$ cat config.mk
export PLATFORM = sky130hd
export DESIGN_NAME = pipeline_stall_controller
export DESIGN_NICKNAME = d
export VERILOG_FILES = /design/src/rtl/pipeline_stall_controller.sv
export SDC_FILE = /design/constraint.sdc
export NUM_CORES = 1
export LEC_CHECK = 0
export ABC_AREA = 1
export BUFFER_PORTS_ARGS = -buffer_cell sky130_fd_sc_hd__buf_2
export CAP_MARGIN = 15
export CORE_MARGIN = 5
export CORE_UTILIZATION = 45
export CTS_CLUSTER_SIZE = 16
export DETAILED_ROUTE_END_ITERATION = 12
export PLACE_DENSITY = 0.69
export SYNTH_ARGS = -nofsm -noshare
export SYNTH_HDL_FRONTEND = slang
export SYNTH_SLANG_ARGS = --single-unit
$ cat constraint.sdc
create_clock -name clk -period 4.39 [get_ports clk]
set_clock_uncertainty 0.1 [all_clocks]
set_input_delay 0.878 -clock clk [delete_from_list [all_inputs] [get_ports clk]]
set_output_delay 0.878 -clock clk [all_outputs]
set_load 0.01 [all_outputs]
$ cat src/rtl/pipeline_stall_controller.sv
// Hazard and stall controller for a five-stage pipeline. It inserts a load-use
// bubble, flushes IF/ID on a taken branch, and freezes the whole pipeline while
// a data memory access is outstanding. A memory wait that runs too long is
// aborted and latched in a sticky flag. Two saturating counters record stall
// cycles and branch flushes.
//
// state    | meaning
// ---------+----------------------------------------------------------------
// RUN      | normal flow: memory freeze, then branch flush, then load-use
// MEM_WAIT | memory access outstanding; pipeline frozen until ready/timeout
module pipeline_stall_controller #(
  parameter int MEM_TIMEOUT = 16,
  parameter int CNT_W       = 16
) (
  input  logic             clk,
  input  logic             reset,
  input  logic [4:0]       IF_ID_rs1,
  input  logic [4:0]       IF_ID_rs2,
  input  logic [4:0]       ID_EX_rd,
  input  logic             ID_EX_MemRead,
  input  logic             EX_branch_taken,
  input  logic             EX_MEM_MemRead,
  input  logic             EX_MEM_MemWrite,
  input  logic             mem_ready,
  output logic             PCWrite,
  output logic             IF_ID_Write,
  output logic             IF_ID_Flush,
  output logic             sel,
  output logic             ID_EX_Write,
  output logic             EX_MEM_Write,
  output logic             mem_timeout,
  output logic [CNT_W-1:0] stall_cycles,
  output logic [CNT_W-1:0] flush_count
);

  typedef enum logic {RUN = 1'b0, MEM_WAIT = 1'b1} state_t;

  // Last frozen cycle index before the access is abandoned.
  localparam logic [7:0]       WAIT_LAST = 8'(MEM_TIMEOUT - 1);
  localparam logic [CNT_W-1:0] CNT_MAX   = '1;

  state_t           state_q, state_d;
  logic [7:0]       wait_cnt_q, wait_cnt_d;
  logic [CNT_W-1:0] stall_cycles_q, stall_cycles_d;
  logic [CNT_W-1:0] flush_count_q, flush_count_d;
  logic             mem_timeout_q, mem_timeout_d;

  logic mem_busy;
  logic load_use;
  logic flush_evt;

  assign mem_busy = (EX_MEM_MemRead | EX_MEM_MemWrite) & ~mem_ready;
  assign load_use = ID_EX_MemRead & (ID_EX_rd != 5'd0) &
                    ((ID_EX_rd == IF_ID_rs1) | (ID_EX_rd == IF_ID_rs2));

  // Mealy pipeline controls and next-state / counter update.
  always_comb begin
    PCWrite        = 1'b1;
    IF_ID_Write    = 1'b1;
    IF_ID_Flush    = 1'b0;
    sel            = 1'b1;
    ID_EX_Write    = 1'b1;
    EX_MEM_Write   = 1'b1;
    flush_evt      = 1'b0;
    state_d        = state_q;
    wait_cnt_d     = wait_cnt_q;
    mem_timeout_d  = mem_timeout_q;

    if (reset) begin
      PCWrite      = 1'b0;
      IF_ID_Write  = 1'b0;
      ID_EX_Write  = 1'b0;
      EX_MEM_Write = 1'b0;
    end else begin
      unique case (state_q)
        RUN: begin
          if (mem_busy) begin
            // A branch arriving now stays in EX and is flushed after release.
            PCWrite      = 1'b0;
            IF_ID_Write  = 1'b0;
            ID_EX_Write  = 1'b0;
            EX_MEM_Write = 1'b0;
            state_d      = MEM_WAIT;
            wait_cnt_d   = 8'd1;
          end else if (EX_branch_taken) begin
            IF_ID_Flush = 1'b1;
            sel         = 1'b0;
            flush_evt   = 1'b1;
          end else if (load_use) begin
            PCWrite     = 1'b0;
            IF_ID_Write = 1'b0;
            sel         = 1'b0;
          end
        end
        MEM_WAIT: begin
          if (mem_ready) begin
            state_d    = RUN;
            wait_cnt_d = 8'd0;
          end else begin
            PCWrite      = 1'b0;
            IF_ID_Write  = 1'b0;
            ID_EX_Write  = 1'b0;
            EX_MEM_Write = 1'b0;
            if (wait_cnt_q >= WAIT_LAST) begin
              mem_timeout_d = 1'b1;
              state_d       = RUN;
              wait_cnt_d    = 8'd0;
            end else begin
              wait_cnt_d = wait_cnt_q + 8'd1;
            end
          end
        end
        default: begin
          state_d    = RUN;
          wait_cnt_d = 8'd0;
        end
      endcase
    end

    stall_cycles_d = stall_cycles_q;
    if (!PCWrite && (stall_cycles_q != CNT_MAX))
      stall_cycles_d = stall_cycles_q + 1'b1;

    flush_count_d = flush_count_q;
    if (flush_evt && (flush_count_q != CNT_MAX))
      flush_count_d = flush_count_q + 1'b1;
  end

  // State, wait counter, performance counters and sticky timeout flag.
  always_ff @(posedge clk) begin
    if (reset) begin
      state_q        <= RUN;
      wait_cnt_q     <= 8'd0;
      stall_cycles_q <= '0;
      flush_count_q  <= '0;
      mem_timeout_q  <= 1'b0;
    end else begin
      state_q        <= state_d;
      wait_cnt_q     <= wait_cnt_d;
      stall_cycles_q <= stall_cycles_d;
      flush_count_q  <= flush_count_d;
      mem_timeout_q  <= mem_timeout_d;
    end
  end

  assign mem_timeout  = mem_timeout_q;
  assign stall_cycles = stall_cycles_q;
  assign flush_count  = flush_count_q;

endmodule

==> metrics.txt <==
Sw Pwr=approximately 0.00019 W; io pins=61; Antenna Cells=0; Worst-path clk slew=~0.07 ns; CTS tree=built; Max-slew headroom=0.672; register share of total power=0.515; # setup viols final=0; largest net degree at the start of global routing=27; global-route wire length before repair=~9.9 mm; Data required, critical path=3.41 ns; post-synth cell types=30; flops & latches, synth=42; Pint=0.000574 W; # DRC=0; delay of the slowest critical-path stage=0.40 ns; vias per std cell=4.86; Core Rows=27; post_cts resized=0; Final Net Count=between 400 and 500; CTS Buf Count=5; Pre-antenna DRT Iters=4; worst slew pin tran=a little under 0.5 ns; critical path launch point type=input port; CTS root buf=clkbuf_8; Sw Ratio=0.248; crit-path cells=buf_2 -> inv_1 -> nand2_1 -> a21oi_1 -> inv_1 -> buf_2; CP delay by family, top=buffers and inverters; Net Count, Synth=between 300 and 400; RSZ-0062 raised after global routing=no; max_cap viols=0; CP Max Fanout=26; leak pwr=~1.3 nW; Synth Cell Area=around 0.0025 mm²; Slew Limit Fails=0; die width=around 84 µm; cts hold-fix bufs=0; status=finished clean; die area=0.00704 mm²; maximum VDD drop=around 180 µV; Syn Area/Cell=~6.6 µm²; grt total ovfl=0; Clk pwr share=0.382; post-synthesis sequential area ratio=0.342; final cycle utilization of the critical path=0.728; final setup margin=~1.2 ns; Core Box Area=0.00541 mm²; RD Place Congestion=0.897; CTS max path bufs=2; Fmax=313 MHz; Hold Vio Cnt, Final=0; CP max-delay cell=buf_2; GRT Util Overall=0.166; Vias=roughly 2400; worst slack, placed=1.20 ns; Routed Antenna Nets=0; Skew-Pair Late Insertion Delay=around 0.3 ns; power share of the combinational group=0.103; CTS Sinks=between 40 and 50; YS warnings=0; port bufs=60; Worst Path Buf+Inv=4; antenna violations before repair=0; Routed WL per cell=between 10 and 15 µm; kind of end point of the critical path=output pin; post-CTS setup buffers=0; critical path class=input port to output pin; Initial Utilization=0.455; height of the die=about 84 µm; Setup TNS Final=0 ns; Pwr per Cell Area=263 mW/mm²; Post-Syn Instances=~370; Syn-to-layout area delta=18.1%; via count of the first global-routing pass=~2300; htree depth=2; Final min period=roughly 3.2 ns; Detailed Place HPWL=roughly 4.4 mm; final wirelength=5.76 mm; Worst Path Arrival=2.22 ns; DRT iter0 DRCs=97; ratio of cells with drive above 1 in the final layout=0.192; worst hold path type=flip-flop to flip-flop
==> worst paths after layout <==
| path | cells after the start | slack (ns) | to | startpoint |
|---|---|---|---|---|
| max | 6 | 1.19 | sel | reset |
| min | 2 | 0.34 | wait_cnt_q[6] | wait_cnt_q[6] |
| max reg2reg | 9 | 2.26 | stall_cycles[14] | stall_cycles[0] |
| min reg2reg | 2 | 0.34 | wait_cnt_q[6] | wait_cnt_q[6] |
==> registers in the layout (all words and copies together), names as in the netlist <==
name	count
flush_count	16
stall_cycles	16
wait_cnt_q	8
mem_timeout	1
state_q	1
==> logic make-up (layout without fill, tap and decap cells) <==
| kind of cell | after synthesis | after routing | synth area share |
|---|---|---|---|
| xor gates and xnor gates | 21 | 21 | 0.0748 |
| and+or+nand+nor | 204 | 204 | 0.376 |
| AOI/OAI and AO/OA | 43 | 43 | 0.0906 |
| buffers and inverters | 61 | 119 | 0.102 |
| DFF | 42 | 42 | 0.342 |
| adders and majority gates | 3 | 3 | 0.0153 |
==> cell usage in the layout, fill, tap and decap left out, types with 10 or more instances in the layout <==
cell type,instances
dfxtp_1,42
nor3_1,10
inv_1,49
buf_2,60
a21oi_1,32
nand2_1,96
xor2_1,14
nand3_1,36
nor2_1,38
==> metal layers <==
layer  wire, µm  track usage  up-vias
met3        242       0.0405        8
met1       2590        0.200     1098
met4         68       0.0629        0
met2       2860        0.286       41
li1           -            -     1302
met5          0            0        -
==> area by class of cell <==
| class | count | area [µm²] |
|---|---|---|
| tap | 72 | 90.1 |
| sequential | 42 | 841 |
| inverter | 50 | 188 |
| clock buffer | 8 | 110 |
| fill | 556 | 2500 |
| timing repair buffer | 61 | 308 |
| multi-input combinational | 271 | 1370 |
==> cell usage after synthesis <==
master    instances  area, µm²
nand2_1          96        360
inv_1            49        184
dfxtp_1          42        841
nor2_1           38        143
nand3_1          36        180
a21oi_1          32        160
xor2_1           14        123
nor3_1           10       50.1
nand4_1           8       50.1
o21ai_0           8       40.0
xnor2_1           7       61.3
buf_2             5       25.0
clkbuf_1          3       11.3
ha_1              3       37.5
nand2_2           3       18.8
nor2_2            3       18.8
buf_4             2       15.0
nor3_2            2       20.0
nor4_1            2       12.5
a21oi_2           1       8.76
a31oi_1           1       6.26
buf_6             1       11.3
clkinv_1          1       3.75
nand2_4           1       11.3
nand3_4           1       17.5
nor2_4            1       11.3
nor3_4            1       16.3
nor3b_1           1       7.51
o31ai_1           1       7.51
or2_2             1       6.26
==> through the flow <==
step           utilization  area, µm²  cells  power [W]  hold slack (ns)
3_5_place_dp         0.517       2790    496   0.000482            0.334
3_3_place_gp         0.517       2790    496   0.000480            0.320
4_1_cts              0.537       2900    504   0.000772            0.346
5_1_grt              0.537       2900    504   0.000801            0.382
2_1_floorplan            -       2460    374   0.000455            0.308
6_report             0.537       2900    504   0.000764            0.343
==> power groups by stage <==
stage                     Clock (W)  Combinational [W]  Sequential, W
after floorplan                   0          0.0000522       0.000403
after global placement            0          0.0000779       0.000402
after detailed placement          0          0.0000792       0.000402
after CTS                  0.000299          0.0000794       0.000393
after global routing       0.000316          0.0000906       0.000395
final                      0.000291          0.0000788       0.000393
==> tightest hold or removal path, delay by kind of cell (launching register included) <==
kind                   cells  cell delay, ns
buffers and inverters      1            0.05
flip-flops                 1            0.31
AND/OR/NAND/NOR            1            0.04
No activity file was read; power rests on OpenSTA's default activity.
